==> src/rtl/spmmio_bridge_if.sv <==
// CPU-side and decoder-side Wishbone-classic signals of the MMIO bridge.
// The slave modport is the bridge's view; master is the environment driving it.
interface spmmio_bridge_if;
  logic [0:23] s_adr_i;
  logic        s_cyc_i;
  logic        s_stb_i;
  logic [0:3]  s_sel_i;
  logic        s_we_i;
  logic [0:31] s_dat_i;
  logic        s_ack_o;
  logic        s_err_o;
  logic [0:31] s_dat_o;
  logic [0:23] m_adr_o;
  logic        m_cyc_o;
  logic        m_stb_o;
  logic [0:3]  m_sel_o;
  logic        m_we_o;
  logic [0:31] m_dat_o;
  logic        m_ack_i;
  logic [0:31] m_dat_i;

  modport slave (
    input  s_adr_i, s_cyc_i, s_stb_i, s_sel_i, s_we_i, s_dat_i, m_ack_i, m_dat_i,
    output s_ack_o, s_err_o, s_dat_o, m_adr_o, m_cyc_o, m_stb_o, m_sel_o, m_we_o, m_dat_o
  );

  modport master (
    output s_adr_i, s_cyc_i, s_stb_i, s_sel_i, s_we_i, s_dat_i, m_ack_i, m_dat_i,
    input  s_ack_o, s_err_o, s_dat_o, m_adr_o, m_cyc_o, m_stb_o, m_sel_o, m_we_o, m_dat_o
  );
endinterface

==> src/rtl/spmmio_bridge.sv <==
// Registered Wishbone-classic slice between CPU data bus and MMIO decoder,
// with a watchdog that aborts stalled accesses and sticky timeout diagnostics.
module spmmio_bridge #(
  parameter int unsigned TIMEOUT  = 1024,
  parameter int unsigned CW       = 11,
  parameter logic [31:0] ERR_DATA = 32'hFFFFFFFF
) (
  input  logic                  clk,
  input  logic                  reset,
  spmmio_bridge_if.slave        bus,
  input  logic                  timeout_clr,
  output logic                  timeout_flag,
  output logic [0:7]            timeout_count,
  output logic [0:23]           timeout_adr
);

  typedef enum logic [1:0] {IDLE, REQ, RESP} state_e;

  state_e        state_q;
  logic [CW-1:0] cnt_q, cnt_d;
  logic          expire;
  logic          s_ack_q, s_err_q;
  logic [0:31]   s_dat_q;
  logic [0:23]   m_adr_q;
  logic          m_cyc_q, m_stb_q, m_we_q;
  logic [0:3]    m_sel_q;
  logic [0:31]   m_dat_q;
  logic          tflag_q;
  logic [0:7]    tcount_q, tcount_d;
  logic [0:23]   tadr_q;

  always_comb begin
    cnt_d    = cnt_q + CW'(1);
    expire   = (cnt_q == CW'(TIMEOUT - 1));
    tcount_d = (tcount_q == 8'hFF) ? tcount_q : tcount_q + 8'd1;
  end

  always_ff @(posedge clk or posedge reset) begin
    if (reset) begin
      state_q  <= IDLE;
      cnt_q    <= '0;
      s_ack_q  <= 1'b0;
      s_err_q  <= 1'b0;
      s_dat_q  <= '0;
      m_adr_q  <= '0;
      m_cyc_q  <= 1'b0;
      m_stb_q  <= 1'b0;
      m_we_q   <= 1'b0;
      m_sel_q  <= '0;
      m_dat_q  <= '0;
      tflag_q  <= 1'b0;
      tcount_q <= '0;
      tadr_q   <= '0;
    end else begin
      s_ack_q <= 1'b0;
      s_err_q <= 1'b0;
      if (timeout_clr) begin
        tflag_q  <= 1'b0;
        tcount_q <= '0;
      end
      unique case (state_q)
        IDLE: begin
          if (bus.s_cyc_i && bus.s_stb_i) begin
            m_adr_q <= bus.s_adr_i;
            m_sel_q <= bus.s_sel_i;
            m_we_q  <= bus.s_we_i;
            m_dat_q <= bus.s_dat_i;
            m_cyc_q <= 1'b1;
            m_stb_q <= 1'b1;
            cnt_q   <= '0;
            state_q <= REQ;
          end
        end
        REQ: begin
          // Ack beats both a CPU abandon and a watchdog expiry in the same cycle.
          if (bus.m_ack_i) begin
            s_dat_q <= bus.m_dat_i;
            m_cyc_q <= 1'b0;
            m_stb_q <= 1'b0;
            s_ack_q <= 1'b1;
            state_q <= RESP;
          end else if (!bus.s_cyc_i) begin
            m_cyc_q <= 1'b0;
            m_stb_q <= 1'b0;
            state_q <= IDLE;
          end else if (expire) begin
            m_cyc_q  <= 1'b0;
            m_stb_q  <= 1'b0;
            s_dat_q  <= ERR_DATA;
            s_ack_q  <= 1'b1;
            s_err_q  <= 1'b1;
            tflag_q  <= 1'b1;
            // A coincident clear restarts the count at this abort.
            tcount_q <= timeout_clr ? 8'd1 : tcount_d;
            tadr_q   <= m_adr_q;
            state_q  <= RESP;
          end else begin
            cnt_q <= cnt_d;
          end
        end
        RESP:    state_q <= IDLE;
        default: state_q <= IDLE;
      endcase
    end
  end

  assign bus.s_ack_o    = s_ack_q;
  assign bus.s_err_o    = s_err_q;
  assign bus.s_dat_o    = s_dat_q;
  assign bus.m_adr_o    = m_adr_q;
  assign bus.m_cyc_o    = m_cyc_q;
  assign bus.m_stb_o    = m_stb_q;
  assign bus.m_sel_o    = m_sel_q;
  assign bus.m_we_o     = m_we_q;
  assign bus.m_dat_o    = m_dat_q;
  assign timeout_flag   = tflag_q;
  assign timeout_count  = tcount_q;
  assign timeout_adr    = tadr_q;

endmodule
==> src/flat_wrapper.sv <==
// flat-port wrapper written by rule: the top's interface ports become plain ports
module spmmio_bridge_flat 
#(
  parameter int unsigned TIMEOUT  = 1024,
  parameter int unsigned CW       = 11,
  parameter logic [31:0] ERR_DATA = 32'hFFFFFFFF
)
  (clk, reset, timeout_clr, timeout_flag, timeout_count, timeout_adr, bus_s_adr_i, bus_s_cyc_i, bus_s_stb_i, bus_s_sel_i, bus_s_we_i, bus_s_dat_i, bus_m_ack_i, bus_m_dat_i, bus_s_ack_o, bus_s_err_o, bus_s_dat_o, bus_m_adr_o, bus_m_cyc_o, bus_m_stb_o, bus_m_sel_o, bus_m_we_o, bus_m_dat_o);
  spmmio_bridge_if bus_i ();
  input  logic clk;
  input  logic reset;
  input  logic timeout_clr;
  output logic timeout_flag;
  output logic [0:7] timeout_count;
  output logic [0:23] timeout_adr;
  input wire logic [$bits(bus_i.s_adr_i)-1:0] bus_s_adr_i;
  input wire logic [$bits(bus_i.s_cyc_i)-1:0] bus_s_cyc_i;
  input wire logic [$bits(bus_i.s_stb_i)-1:0] bus_s_stb_i;
  input wire logic [$bits(bus_i.s_sel_i)-1:0] bus_s_sel_i;
  input wire logic [$bits(bus_i.s_we_i)-1:0] bus_s_we_i;
  input wire logic [$bits(bus_i.s_dat_i)-1:0] bus_s_dat_i;
  input wire logic [$bits(bus_i.m_ack_i)-1:0] bus_m_ack_i;
  input wire logic [$bits(bus_i.m_dat_i)-1:0] bus_m_dat_i;
  output wire logic [$bits(bus_i.s_ack_o)-1:0] bus_s_ack_o;
  output wire logic [$bits(bus_i.s_err_o)-1:0] bus_s_err_o;
  output wire logic [$bits(bus_i.s_dat_o)-1:0] bus_s_dat_o;
  output wire logic [$bits(bus_i.m_adr_o)-1:0] bus_m_adr_o;
  output wire logic [$bits(bus_i.m_cyc_o)-1:0] bus_m_cyc_o;
  output wire logic [$bits(bus_i.m_stb_o)-1:0] bus_m_stb_o;
  output wire logic [$bits(bus_i.m_sel_o)-1:0] bus_m_sel_o;
  output wire logic [$bits(bus_i.m_we_o)-1:0] bus_m_we_o;
  output wire logic [$bits(bus_i.m_dat_o)-1:0] bus_m_dat_o;
  assign bus_i.s_adr_i = bus_s_adr_i;
  assign bus_i.s_cyc_i = bus_s_cyc_i;
  assign bus_i.s_stb_i = bus_s_stb_i;
  assign bus_i.s_sel_i = bus_s_sel_i;
  assign bus_i.s_we_i = bus_s_we_i;
  assign bus_i.s_dat_i = bus_s_dat_i;
  assign bus_i.m_ack_i = bus_m_ack_i;
  assign bus_i.m_dat_i = bus_m_dat_i;
  assign bus_s_ack_o = bus_i.s_ack_o;
  assign bus_s_err_o = bus_i.s_err_o;
  assign bus_s_dat_o = bus_i.s_dat_o;
  assign bus_m_adr_o = bus_i.m_adr_o;
  assign bus_m_cyc_o = bus_i.m_cyc_o;
  assign bus_m_stb_o = bus_i.m_stb_o;
  assign bus_m_sel_o = bus_i.m_sel_o;
  assign bus_m_we_o = bus_i.m_we_o;
  assign bus_m_dat_o = bus_i.m_dat_o;
  spmmio_bridge #(.TIMEOUT(TIMEOUT), .CW(CW), .ERR_DATA(ERR_DATA)) u_core (.clk(clk), .reset(reset), .bus(bus_i), .timeout_clr(timeout_clr), .timeout_flag(timeout_flag), .timeout_count(timeout_count), .timeout_adr(timeout_adr));
endmodule
==> config.mk <==
export PLATFORM = sky130hd
export DESIGN_NAME = spmmio_bridge_flat
export DESIGN_NICKNAME = d
export VERILOG_FILES = /design/src/rtl/spmmio_bridge_if.sv /design/src/rtl/spmmio_bridge.sv /design/src/flat_wrapper.sv
export SDC_FILE = /design/constraint.sdc
export NUM_CORES = 1
export LEC_CHECK = 0
export BUFFER_PORTS_ARGS = -buffer_cell sky130_fd_sc_hd__buf_2
export CAP_MARGIN = 40
export CORE_MARGIN = 4
export CORE_UTILIZATION = 50
export DETAILED_ROUTE_END_ITERATION = 12
export GPL_TIMING_DRIVEN = 0
export PLACE_DENSITY_LB_ADDON = 0.2
export RECOVER_POWER = 25
export SLEW_MARGIN = 20
export SYNTH_ARGS = -nofsm -noshare
export SYNTH_HDL_FRONTEND = slang
export SYNTH_SLANG_ARGS = --single-unit
export TNS_END_PERCENT = 50
==> constraint.sdc <==
create_clock -name clk -period 11.27 [get_ports clk]
set_input_delay 1.127 -clock clk [delete_from_list [all_inputs] [get_ports clk]]
set_output_delay 1.127 -clock clk [all_outputs]
set_load 0.05 [all_outputs]
Word-level counts from Yosys, hierarchy flattened
Index checks and enable logic that the tools add are counted.

storage, ports and cells
  bits in registers = 142
  input port bits = 99
  output and inout port bits = 130
  word-level logic and storage cells = 72

cells by class
  $add $sub $neg = 2
  equal/unequal tests = 9
  multiplexer cells = 36
  bitwise logic cells = 1
  reductions and logical operators = 11

operators by type and width
  operator                                               number
  two-way mux 32 bit                                     3
  two-way mux 8 bit                                      7
  two-way mux 11 bit                                     4
  case mux 11 bit (2 select lines)                       1
  two-way mux 1 bit                                      15
  adder 11 x 1 -> 11 bit, second input constant          1
  == test 11 x 10 -> 1 bit, second input constant        1
  adder 8 x 1 -> 8 bit, second input constant            1
  == test 8 bit, second input constant                   1
  two-way mux 2 bit                                      4
  inequality test 2 bit, second input constant           3
  inequality test 6 bit, second input constant           1
  AND reduction 3 bit                                    2
  nonzero test 2 bit                                     3
  AND reduction 5 bit                                    1
  inequality test 4 x 3 -> 1 bit, second input constant  1
  case mux 2 bit (2 select lines)                        1
  AND reduction 2 bit                                    2
  AND reduction 4 bit                                    1
  == test 2 x 1 -> 1 bit, second input constant          1
  logical NOT 2 bit                                      1
  inequality test 2 x 1 -> 1 bit, second input constant  1
  case mux 1 bit (2 select lines)                        1
  logical AND 1 bit                                      1
  NOT 1 bit                                              1

Longest topological paths before layout
Gate-level depths: netlist (run 1).

  depth in word-level cells = 7
  gate-level depth with buffers = 9
  mapped depth without buffers = 6

Worst setup path before layout (run 1)
OpenSTA, ideal clock, no wires.

  path type = input-to-reg
  start point = in bus_m_ack_i
  end point = reg u_core.tcount_q, in the netlist u_core.timeout_count[2]
  library setup time = 0.082 ns
  arrival time = 2.641 ns
  required time = 11.188 ns
  setup slack = 8.547 ns
  stages = 6
  buffers on the path = 2
  cells stage by stage = nand4bb_1 -> clkbuf_1 -> or4_1 -> buf_2 -> or4_1 -> a31oi_1

between the ends
  longest elaborated chain between the ends = 2
  elaborated cells on any way between the ends = 3
  those cells by class = 1 x eq/ne; 2 x mux

RTL lines
  item                  line                 RTL
  start, declared       flat_wrapper.sv:22   input wire logic [$bits(bus_i.m_ack_i)-1:0] bus_m_ack_i;
  two-way mux 8 bit     spmmio_bridge.sv:76  if (bus.m_ack_i) begin
  two-way mux 8 bit     spmmio_bridge.sv:61  unique case (state_q)
  end signal, assigned  spmmio_bridge.sv:94  tcount_q <= timeout_clr ? 8'd1 : tcount_d;
  end, declared         spmmio_bridge.sv:29  logic [0:7] tcount_q, tcount_d;

Parallel ways exist; a longest one is shown, timed or not.
A chain may end at the register's enable or synchronous reset.

Worst setup path in the final report (run 1)
  start point = in bus_s_cyc_i
  end point = reg u_core.tflag_q, in the netlist u_core.timeout_flag

between the ends
  longest elaborated chain between the ends = 3

RTL lines
  item                  line                 RTL
  start, declared       flat_wrapper.sv:17   input wire logic [$bits(bus_i.s_cyc_i)-1:0] bus_s_cyc_i;
  two-way mux 1 bit     spmmio_bridge.sv:82  end else if (!bus.s_cyc_i) begin
  two-way mux 1 bit     spmmio_bridge.sv:76
  two-way mux 1 bit     spmmio_bridge.sv:61
  end signal, assigned  spmmio_bridge.sv:51  tflag_q <= 1'b0;
  end signal, assigned  spmmio_bridge.sv:58  tflag_q <= 1'b0;
  end signal, assigned  spmmio_bridge.sv:92  tflag_q <= 1'b1;
  end, declared         spmmio_bridge.sv:28  logic tflag_q;

No other way between the ends.

==> results.md, run 1 <==
- Sequential Power Share: between 30% and 40%
- Die Height: 113 um
- Max_slew headroom: -36.6%
- Int Pwr: around 1.1 mW
- Switching Fraction: between 30 and 40%
- Setup bufs post-CTS: 0
- Final setup fails: 0
- Count leader, synth: nand2_1
- Final Max Tran Viols: 46
- TritonCTS Buffers: 17
- GPL Wtd Cong: 0.823
- Outcome: finished with violations
- Syn Area/Cell: 9.88 um^2
- PwrDens: around 230 nW/um^2
- Root Buffer: clkbuf_8
- Logic gate share of total power: 28.7%
- Tightest Pin Transition: 2.04 ns
- Minimum clock period after layout: 2.63 ns
- Vias: 4,863
- Final hold violations: 0
- Synth cell count leaders: nand2_1 (269), dfrtp_1 (142), o22a_1 (32)
- Routed wire length per instance: about 15 um
- Final ANT Viol Nets: 0
- Post-route DRC: 0
- Post-detail-place hpwl: 10.6 mm
- LEAKAGE: 4.14 nW
- CTS tree: done
- Clock Latency Late Sink: 0.51 ns
- Initial antenna violation count: 0
- Startpoint Class: input pin
- H-tree Lvls: 4
- Worst-path maximum fanout: 10
- TritonRoute pass-1 iters: 5
- Remaining global-route overflow: 0
- Post-Synthesis Cells: 563
- Vias in the first global route: ~4.9k
- First-pass GRT wire length: 23.8 mm
- WS Path Type: in -> reg
- Failing checks: capacitance limit, slew limit
- Tcrit/Tclk final: 23.4%
- Avg Vias per Cell: 5.04
- Design area: 7560 um^2
- Sink Count: 142
- Worst Setup End Kind: flip-flop
- CP Data Arrival Time: 3.00 ns
- Req. time, crit path: 11.64 ns
- Yosys warnings: 0
- Standard-cell rows: 38
- Layout Nets: 913
- Die ar.: ~13,000 um^2
- Core Util, Final: 69.7%
- Switching pwr: 639 uW
- GRT Resource Usage Total: 23.1%
- Die Wd: 113 um
- Layout area overhead: 35.9%
- Clk pin slew, worst setup/hold paths: 0.06 ns
- Clock Path Buffers: 2
- Yosys top cell area share: 63.9%
- Setup_tns: 0 ns
- CORE AREA: 10,800 um^2
- Post-synthesis sequential area ratio: 63.9%
- Layout cells sized above 1: 32.5%
- Peak VDD IR: 124 uV
- Slowest cell on crit path: clkbuf_1
- IO Port Bufs: 228
- Mapped Nets: 664
- PostCTS Resize Cnt: 0
- Worst path max stage delay: 0.42 ns
- Seq cells post-synth: between 100 and 150
- Ranking of synthesized cells by area: dfrtp_1 (64%), nand2_1 (18%), o22a_1 (5.0%), clkbuf_1 (1.6%), o31ai_1 (1.1%)
- Critical Path Most Common Cell: clkbuf_1
- Ant. Diodes: 0
- 1st-iter DRT viols: 276
- Ports: 229
- Largest net degree at the start of global routing: 98
- Fmax achieved: 380 MHz
- Yosys cell types: 37
- Ys async rst share: 100%
- Setup Skew: 0.00637 ns
- Post-CTS Hold Buffers: 0
- Routed WL: 14.4 mm
- Post-DP Area: 6910 um^2
- Top FF cell, synth: dfrtp_1
- CP Cell Sequence: buf_2, nand4bb_1, clkbuf_1, or4_1, buf_2, clkbuf_1, clkbuf_1, o21ai_0
- Worst Hold Class: reg -> reg
- Clock power share: 34.5%
- Largest area contributor in the netlist: dfrtp_1
- Post-Syn Area: 5560 um^2
- RSZ-0062 raised after global routing: no
- Starting density of the core: about half
- Post-synth EDFFs: 0
- MaxCap Viol Count: 1
==> path summary, 6_finish.rpt <==
| check | from | to | slack [ns] | cells after the start |
|---|---|---|---|---|
| min reg2reg | u_core.bus.m_sel_o[1] | u_core.bus.m_sel_o[1] | 0.47 | 2 |
| max in group asynchronous | reset | u_core.timeout_adr[15] | 8.99 | 3 |
| max | bus_s_cyc_i | u_core.timeout_flag | 8.64 | 8 |
| max reg2reg | u_core.state_q[1] | u_core.timeout_flag | 8.94 | 7 |
| min | u_core.bus.m_sel_o[1] | u_core.bus.m_sel_o[1] | 0.47 | 2 |
| min in group asynchronous | reset | u_core.bus.m_dat_o[20] | 1.11 | 2 |
==> layout by cell type, fill, tap and decap left out, types with 2 or more instances in the layout <==
master | Yosys | final
a21oi_1 | 5 | 5
or3_1 | 2 | 2
clkbuf_8 | 0 | 7
clkinvlp_4 | 0 | 3
a31oi_1 | 5 | 5
nor4_1 | 4 | 4
mux2i_1 | 2 | 2
bufinv_16 | 0 | 4
nand4_1 | 3 | 3
clkbuf_1 | 24 | 25
a211oi_1 | 2 | 2
and3_1 | 3 | 3
nand2_1 | 269 | 269
ha_1 | 2 | 2
or4_1 | 4 | 4
and4_1 | 3 | 3
nand3_1 | 8 | 8
nor2_1 | 7 | 7
inv_1 | 6 | 5
buf_1 | 2 | 2
nor2b_1 | 3 | 3
o31ai_1 | 8 | 8
o211ai_1 | 4 | 4
o21ai_0 | 6 | 6
nor3_1 | 2 | 2
dfrtp_1 | 142 | 142
o22a_1 | 32 | 32
buf_2 | 3 | 230
clkbuf_16 | 0 | 16
==> state kept, by name (all words and copies together) (netlist names) <==
| signal | flops |
|---|---|
| u_core.state_q | 2 |
| u_core.bus.m_adr_o | 24 |
| u_core.timeout_flag | 1 |
| u_core.timeout_adr | 24 |
| u_core.bus.m_we_o | 1 |
| u_core.bus.m_sel_o | 4 |
| u_core.bus.s_dat_o | 32 |
| u_core.timeout_count | 8 |
| u_core.cnt_q | 11 |
| u_core.bus.m_cyc_o | 1 |
| u_core.bus.s_err_o | 1 |
| u_core.bus.s_ack_o | 1 |
| u_core.bus.m_dat_o | 32 |
==> cell families (layout without fill, tap and decap cells) <==
family	after synthesis	count (layout)	share of synthesized area (%)
simple gates	314	314	23.5
buf+inv	36	297	2.56
flops	142	142	63.9
compound gates	66	66	9.02
fa+ha+maj	2	2	0.450
mux	3	3	0.562
==> stage by stage <==
step                      total power, mW  instances  setup slack, ns  hold WS (ns)
after floorplan                      1.01        563             6.33         0.481
after global placement               1.14        931             5.00         0.454
after detailed placement             1.15        932             8.11         0.456
after CTS                            1.75        963             8.66         0.472
after global routing                 1.81        964             8.39         0.496
final                                1.74        964             8.64         0.470
==> final cells by class <==
class | instances | area, um^2
Inverter | 6 | 23.8
Fill cell | 864 | 3280
Multi-Input combinational cell | 385 | 1870
Sequential cell | 142 | 3550
Timing Repair Buffer | 230 | 1170
Clock buffer | 23 | 497
Clock inverter | 8 | 151
Buffer | 30 | 120
Tap cell | 140 | 175
==> layer usage <==
layer | vias up | routed length, um | track usage (%)
li1 | 2359 | - | -
met1 | 2308 | 5410 | 26.5
met2 | 176 | 7610 | 41.0
met3 | 20 | 1210 | 7.06
met4 | 0 | 218 | 7.77
met5 | - | 0 | 0
==> worst max-delay path: cells and delay by family <==
kind	cells	cell delay, ns
AND/OR/NAND/NOR	2	0.27
AO/OA/AOI/OAI	1	0.16
buffers and inverters	5	1.44
==> power groups by stage <==
stage                     clock (mW)  sequential (mW)  combinational [mW]
final                          0.598            0.639               0.499
after global routing           0.631            0.650               0.526
after CTS                      0.609            0.639               0.505
after detailed placement           0            0.645               0.505
after global placement             0            0.641               0.496
after floorplan                    0            0.923              0.0881
No activity file was read; power rests on OpenSTA's default activity.
==> run 2, diff against run 1 <==
--- a/config.mk
+++ b/config.mk
@@ -5,10 +5,11 @@
 export SDC_FILE = /design/constraint.sdc
 export NUM_CORES = 1
 export LEC_CHECK = 0
+export ABC_AREA = 1
 export BUFFER_PORTS_ARGS = -buffer_cell sky130_fd_sc_hd__buf_2
 export CAP_MARGIN = 40
 export CORE_MARGIN = 4
-export CORE_UTILIZATION = 50
+export CORE_UTILIZATION = 49
 export DETAILED_ROUTE_END_ITERATION = 12
 export GPL_TIMING_DRIVEN = 0
 export PLACE_DENSITY_LB_ADDON = 0.2
==> constraint.sdc (replaced) <==
create_clock -name clk -period 2.7 [get_ports clk]
set_input_delay 0.27 -clock clk [delete_from_list [all_inputs] [get_ports clk]]
set_output_delay 0.27 -clock clk [all_outputs]
set_load 0.05 [all_outputs]
==> results.md, run 2 <==
- Sink Count: around 140
- Post-Synthesis Cells: 601
- Remaining global-route overflow: 0
- Avg Vias per Cell: 5.05
- Ranking of synthesized cells by area: dfrtp_1 (60%), mux2_2 (7.2%), nand2_1 (6.6%), nor2_1 (4.8%), inv_1 (3.7%)
- Post-synth EDFFs: 0
- Largest area contributor in the netlist: dfrtp_1
- Yosys warnings: 0
- Reg2Reg Setup Slack: 0.64 ns
- Count leader, synth: dfrtp_1
- Die Height: 118 um
- Hold path start: bus_s_dat_i[29]
- Critical Path Most Common Cell: buf_6
- WS Path Type: reg -> reg
- PwrDens: ~1000 nW/um^2
- Tightest Pin Transition: ~1.1 ns
- GPL Wtd Cong: 0.864
- Clock Latency Late Sink: 0.42 ns
- Most frequent cells in the layout: buf_2 (208), dfrtp_1 (142), nand2_1 (105)
- MaxCap Viol Count: 0
- Outcome: finished clean
- Routed wire length per instance: 15.6 um
- Synth cell count leaders: dfrtp_1 (142), nand2_1 (105), nor2_1 (76)
- Fmax achieved: between 400 and 500 MHz
- Ports: 229
- Reg2reg path depth: 10
- Final Non-Filler Cells: slightly above 1k
- Crit path buffers/inverters: 3
- Largest net degree at the start of global routing: 35
- Final Max Tran Viols: 0
- Family with the most delay on the worst path: simple AND/OR/NAND/NOR gates
- Layout Nets: 954
- CORE AREA: 12,000 um^2
- Setup_tns: 0 ns
- Post-synthesis sequential area ratio: 59.7%
- TritonCTS Buffers: 17
- Starting density of the core: approximately half
- Die Wd: between 100 and 150 um
- Commonest non-fill, non-tap cell in the layout: buf_2
- TritonRoute pass-1 iters: 8
- WHS Endpoint: u_core.bus.m_dat_o[2]
- Worst Setup End Kind: flip-flop
- CP Cell Sequence: ha_1, nand2_2, nor2_4, nand3_4, nor2_8, inv_2, buf_6, buf_6, nand2_1, o21ai_1
- Hold Path Stages: 2
- CP Data Arrival Time: 2.35 ns
- Final hold violations: 0
- Post-route DRC: 0
- RSZ-0062 raised after global routing: no
- Post-detail-place hpwl: 11.9 mm
- Ys async rst share: 100%
- Hold_ws: 0.0835 ns
- First-pass GRT wire length: roughly 26 mm
- IO Port Bufs: 228
- CTS tree: done
- Initial antenna violation count: 0
- Yosys top cell area share: about three fifths
- Startpoint Class: flip-flop
- Mapped Nets: roughly 700
- Final setup fails: 0
- Top FF cell, synth: dfrtp_1
- Tot Pwr: 7.93 mW
- 1st-iter DRT viols: 387
- Final ANT Viol Nets: 0
- Clock Path Buffers: 2
- Root Buffer: clkbuf_16
- Worst r2r dst: u_core.timeout_adr[17]
- GRT Resource Usage Total: 23.2%
- Routed WL: 15.8 mm
- Standard-cell rows: 40
- Minimum clock period after layout: 2.06 ns
- Layout cells sized above 1: 35.7%
- Tcrit/Tclk final: 76.3%
- Ant. Diodes: 0
- Vias: 5,120
- Seq cells post-synth: 142
- Slowest cell on crit path: dfrtp_1
- PostCTS Resize Cnt: 0
- Clk pin slew, worst setup/hold paths: ~0.060 ns
- R2r startpoint: u_core.cnt_q[0]
- Post-Syn Area: 5960 um^2
- Yosys cell types: 29
- Placed insts: 980
- Syn Area/Cell: 9.91 um^2
- Worst Hold Class: in -> reg
- Peak VDD IR: 608 uV
- Vias in the first global route: 5,215
- Max_slew headroom: 24.7%
- Layout area overhead: 33.5%
- Worst path max stage delay: ~0.48 ns
- Die ar.: 14,000 um^2
- Worst-path maximum fanout: 10
- LEAKAGE: about 4.2 nW
- Req. time, crit path: 2.99 ns
- H-tree Lvls: 4
- Worst Setup SP: u_core.cnt_q[0]
- Setup Skew: 0.0113 ns
[run 2: cell count changes in the layout (fill, tap and decap cells not counted), moves of 32 or more]
cell     delta
o21ai_1    +40
inv_1      +52
mux2_2     +37
o22a_1     -32
nor2_1     +69
nand2_1   -164
[run 2: repair_timing]
action | CTS | global route
buffers inserted | 0 | 0
hold buffers | 1 | 0
hold endpoints to repair | 22 | 0
[run 2: kinds of logic (layout without fill, tap and decap cells)]
family	Yosys count	count (layout)	synth area share, %
flip-flops	142	142	59.7
buffers and inverters	88	353	6.78
AO/OA/AOI/OAI	101	101	9.24
adder cells (fa/ha/maj)	2	2	0.420
AND/OR/NAND/NOR	228	228	16.4
multiplexers	38	38	7.18
XOR/XNOR	2	2	0.294
[run 2: power by group]
part	total, mW	internal, mW	switching [mW]
Clock	2.43	1.60	0.835
Combinational	2.71	0.609	2.10
Sequential	2.79	2.55	0.233
Total	7.93	4.76	3.17
[run 2: area by class of cell]
type,count,area (um^2)
buffer,28,179
clock buffer,27,523
clock inverter,5,100
fill,1009,4010
inverter,60,226
multi-input combinational,371,2000
sequential,142,3550
tap,147,184
timing repair buffer,233,1190
[run 2: worst max-delay path by stage]
stage	endpoint	slack, ns	cells after the start
after floorplan	u_core.bus.m_adr_o[0]	0.65	1
after global routing	u_core.bus.m_dat_o[12]	0.46	4
final	u_core.timeout_adr[17]	0.64	10
after detailed placement	u_core.timeout_adr[17]	0.65	10
after global placement	u_core.bus.m_dat_o[3]	-0.17	2
after CTS	u_core.timeout_adr[17]	0.64	10
[run 2: through the flow]
step	util, %	setup slack (ns)	cell area (um^2)
after floorplan	-	0.653	5960
after global placement	60.9	-0.166	7290
after detailed placement	61.6	0.652	7370
after CTS	66.9	0.638	8010
after global routing	66.5	0.456	7950
final	66.5	0.641	7950
[run 2: per-layer routing]
layer	share of wire (%)	GRT usage (%)	vias to the layer above	routed length [um]
li1	-	-	2448	-
met4	2.0	7.47	0	313
met5	0	0	-	0
met2	52	39.8	178	8230
met3	6.9	7.56	25	1090
met1	39	27.5	2469	6150
[run 2: worst register-to-register path, cell delays in order, from the launching register on]
cell     delay, ns
dfrtp_1       0.48
ha_1          0.35
nand2_2       0.13
nor2_4        0.16
nand3_4       0.16
nor2_8        0.18
inv_2         0.06
buf_6         0.14
buf_6         0.14
nand2_1       0.07
o21ai_1       0.07
==> run 3, diff against run 2 <==
==> constraint.sdc (replaced) <==
create_clock -name clk -period 2.1 [get_ports clk]
set_input_delay 0.21 -clock clk [delete_from_list [all_inputs] [get_ports clk]]
set_output_delay 0.21 -clock clk [all_outputs]
set_load 0.05 [all_outputs]
==> results.md, run 3 (synthesis gave the netlist of run 2 again) <==
- Sequential cell area: between 3000 and 4000 um^2
- CP Data Arrival Time: 2.22 ns
- Multi-input gate area: 2000 um^2
- Post-detail-place hpwl: around 12 mm
- CP Cell Sequence: ha_2, nand2_2, nor2_4, nand3_4, nor2_8, inv_2, buf_6, buf_6, nand2_1, o21ai_1
- Placed insts: 980
- Worst path max stage delay: 0.43 ns
- Avg Vias per Cell: 5.05
- Most frequent cells in the layout: buf_2 (208), dfrtp_1 (141), nand2_1 (105)
- Setup_tns: 0 ns
- Final ANT Viol Nets: 0
- Worst Hold Class: in -> reg
- Layout Nets: roughly 950
- Fmax achieved: 519 MHz
- Setup Skew: 0.0121 ns
- CORE AREA: 12,000 um^2
- WS Path Type: reg -> reg
- Root Buffer: clkbuf_16
- Core Util, Final: between 60% and 70%
- Hold_ws: 0.0216 ns
- Remaining global-route overflow: 0
- Final setup fails: 0
- Minimum clock period after layout: 1.93 ns
- Die Wd: ~120 um
- Ports: 229
- Clock Latency Late Sink: approximately 0.42 ns
- Worst Setup End Kind: flip-flop
- Tcrit/Tclk final: 91.7%
- GRT Resource Usage Total: 23.2%
- Filler cells: between 1k and 1.5k
- Sink Count: 142
- Vias in the first global route: 5,215
- 1st-iter DRT viols: 406
- IO Port Bufs: approximately 230
- Clk pin slew, worst setup/hold paths: 0.06 ns
- Vias: 5,119
- RSZ-0062 raised after global routing: no
- Ant. Diodes: 0
- CTS tree: done
- H-tree Lvls: 4
- Post-route DRC: 0
- Final Max Tran Viols: 0
- Crit path buffers/inverters: 3
- Layout area overhead: 33.8%
- Final Non-Filler Cells: 1,013
- Req. time, crit path: 2.39 ns
- Initial antenna violation count: 0
- Tightest Pin Transition: 1.19 ns
- Routed WL: 15.9 mm
- Family with the most delay on the worst path: simple AND/OR/NAND/NOR gates
- Max_slew headroom: roughly a fifth
- MaxCap Viol Count: 0
- Commonest non-fill, non-tap cell in the layout: buf_2
- Final hold violations: 0
- Routed wire length per instance: 15.7 um
- PwrDens: 1280 nW/um^2
- Die Height: approximately 120 um
- GPL Wtd Cong: around 0.86
- Layout cells sized above 1: 35.9%
- Starting density of the core: roughly half
- Worst-path maximum fanout: 10
- Largest net degree at the start of global routing: 35
- TritonCTS Buffers: 17
- Startpoint Class: flip-flop
- TritonRoute pass-1 iters: 7
- Outcome: finished clean
- Peak VDD IR: 784 uV
- First-pass GRT wire length: 26.0 mm
- Critical Path Most Common Cell: buf_6
- LEAKAGE: 4.15 nW
- Standard-cell rows: 40
- Clock Path Buffers: 2
- Setup bufs post-CTS: 0
- Slowest cell on crit path: dfrtp_2
- Die ar.: around 14,000 um^2
[run 3: report_power, final]
part           switching (mW)  internal (mW)  total [mW]
Clock                    1.08           2.06        3.14
Sequential              0.300           3.28        3.58
Combinational            2.70          0.786        3.49
Total                    4.09           6.13        10.2
[run 3: layer usage]
metal	global-route usage, %	wire length [um]
met5	0	0
met3	7.56	1100
met1	27.5	6200
met4	7.47	306
met2	39.8	8260
[run 3: worst paths after layout]
path                                  startpoint                endpoint  slack [ns]  cells past startpoint
hold reg to reg            u_core.timeout_adr[3]   u_core.timeout_adr[3]        0.48                      2
setup reg to reg                 u_core.cnt_q[0]  u_core.timeout_adr[17]        0.17                     10
min in group asynchronous                  reset  u_core.bus.m_adr_o[10]        0.60                      3
max in group asynchronous                  reset         u_core.cnt_q[0]        0.61                      5
setup / recovery                 u_core.cnt_q[0]  u_core.timeout_adr[17]        0.17                     10
hold / removal                   bus_s_adr_i[23]   u_core.bus.m_adr_o[0]        0.02                      2
[run 3: what timing repair did]
action / CTS / global route
setup endpoints to repair: 0 / 63
hold endpoints to repair: 22 / 0
hold buffers: 1 / 0
resized for setup: 0 / 2
[run 3: layout make-up]
type | instances | area share (%)
Tap cell | 147 | 2.31
Multi-Input combinational cell | 371 | 25.1
Clock buffer | 27 | 6.56
Inverter | 60 | 2.84
Clock inverter | 5 | 1.26
Buffer | 28 | 2.24
Timing Repair Buffer | 233 | 15.1
Sequential cell | 142 | 44.6
[run 3: worst register-to-register path: cells and delay by family, from the launching register on]
family                   cells  cell delay, ns
buffers and inverters        3            0.34
AND/OR/NAND/NOR              5            0.67
flip-flops                   1            0.43
adder cells (fa/ha/maj)      1            0.28
AO/OA/AOI/OAI                1            0.07
[run 3: stage by stage]
stage / total power [mW] / setup WS [ns] / instance area (um^2)
global placement: 7.07 / -0.706 / 7290
detailed placement: 7.17 / 0.0521 / 7370
global route: 10.7 / 0.0662 / 7970
floorplan: 6.22 / 0.113 / 5960
finish: 10.2 / 0.174 / 7970
CTS: 10.3 / 0.0376 / 8010
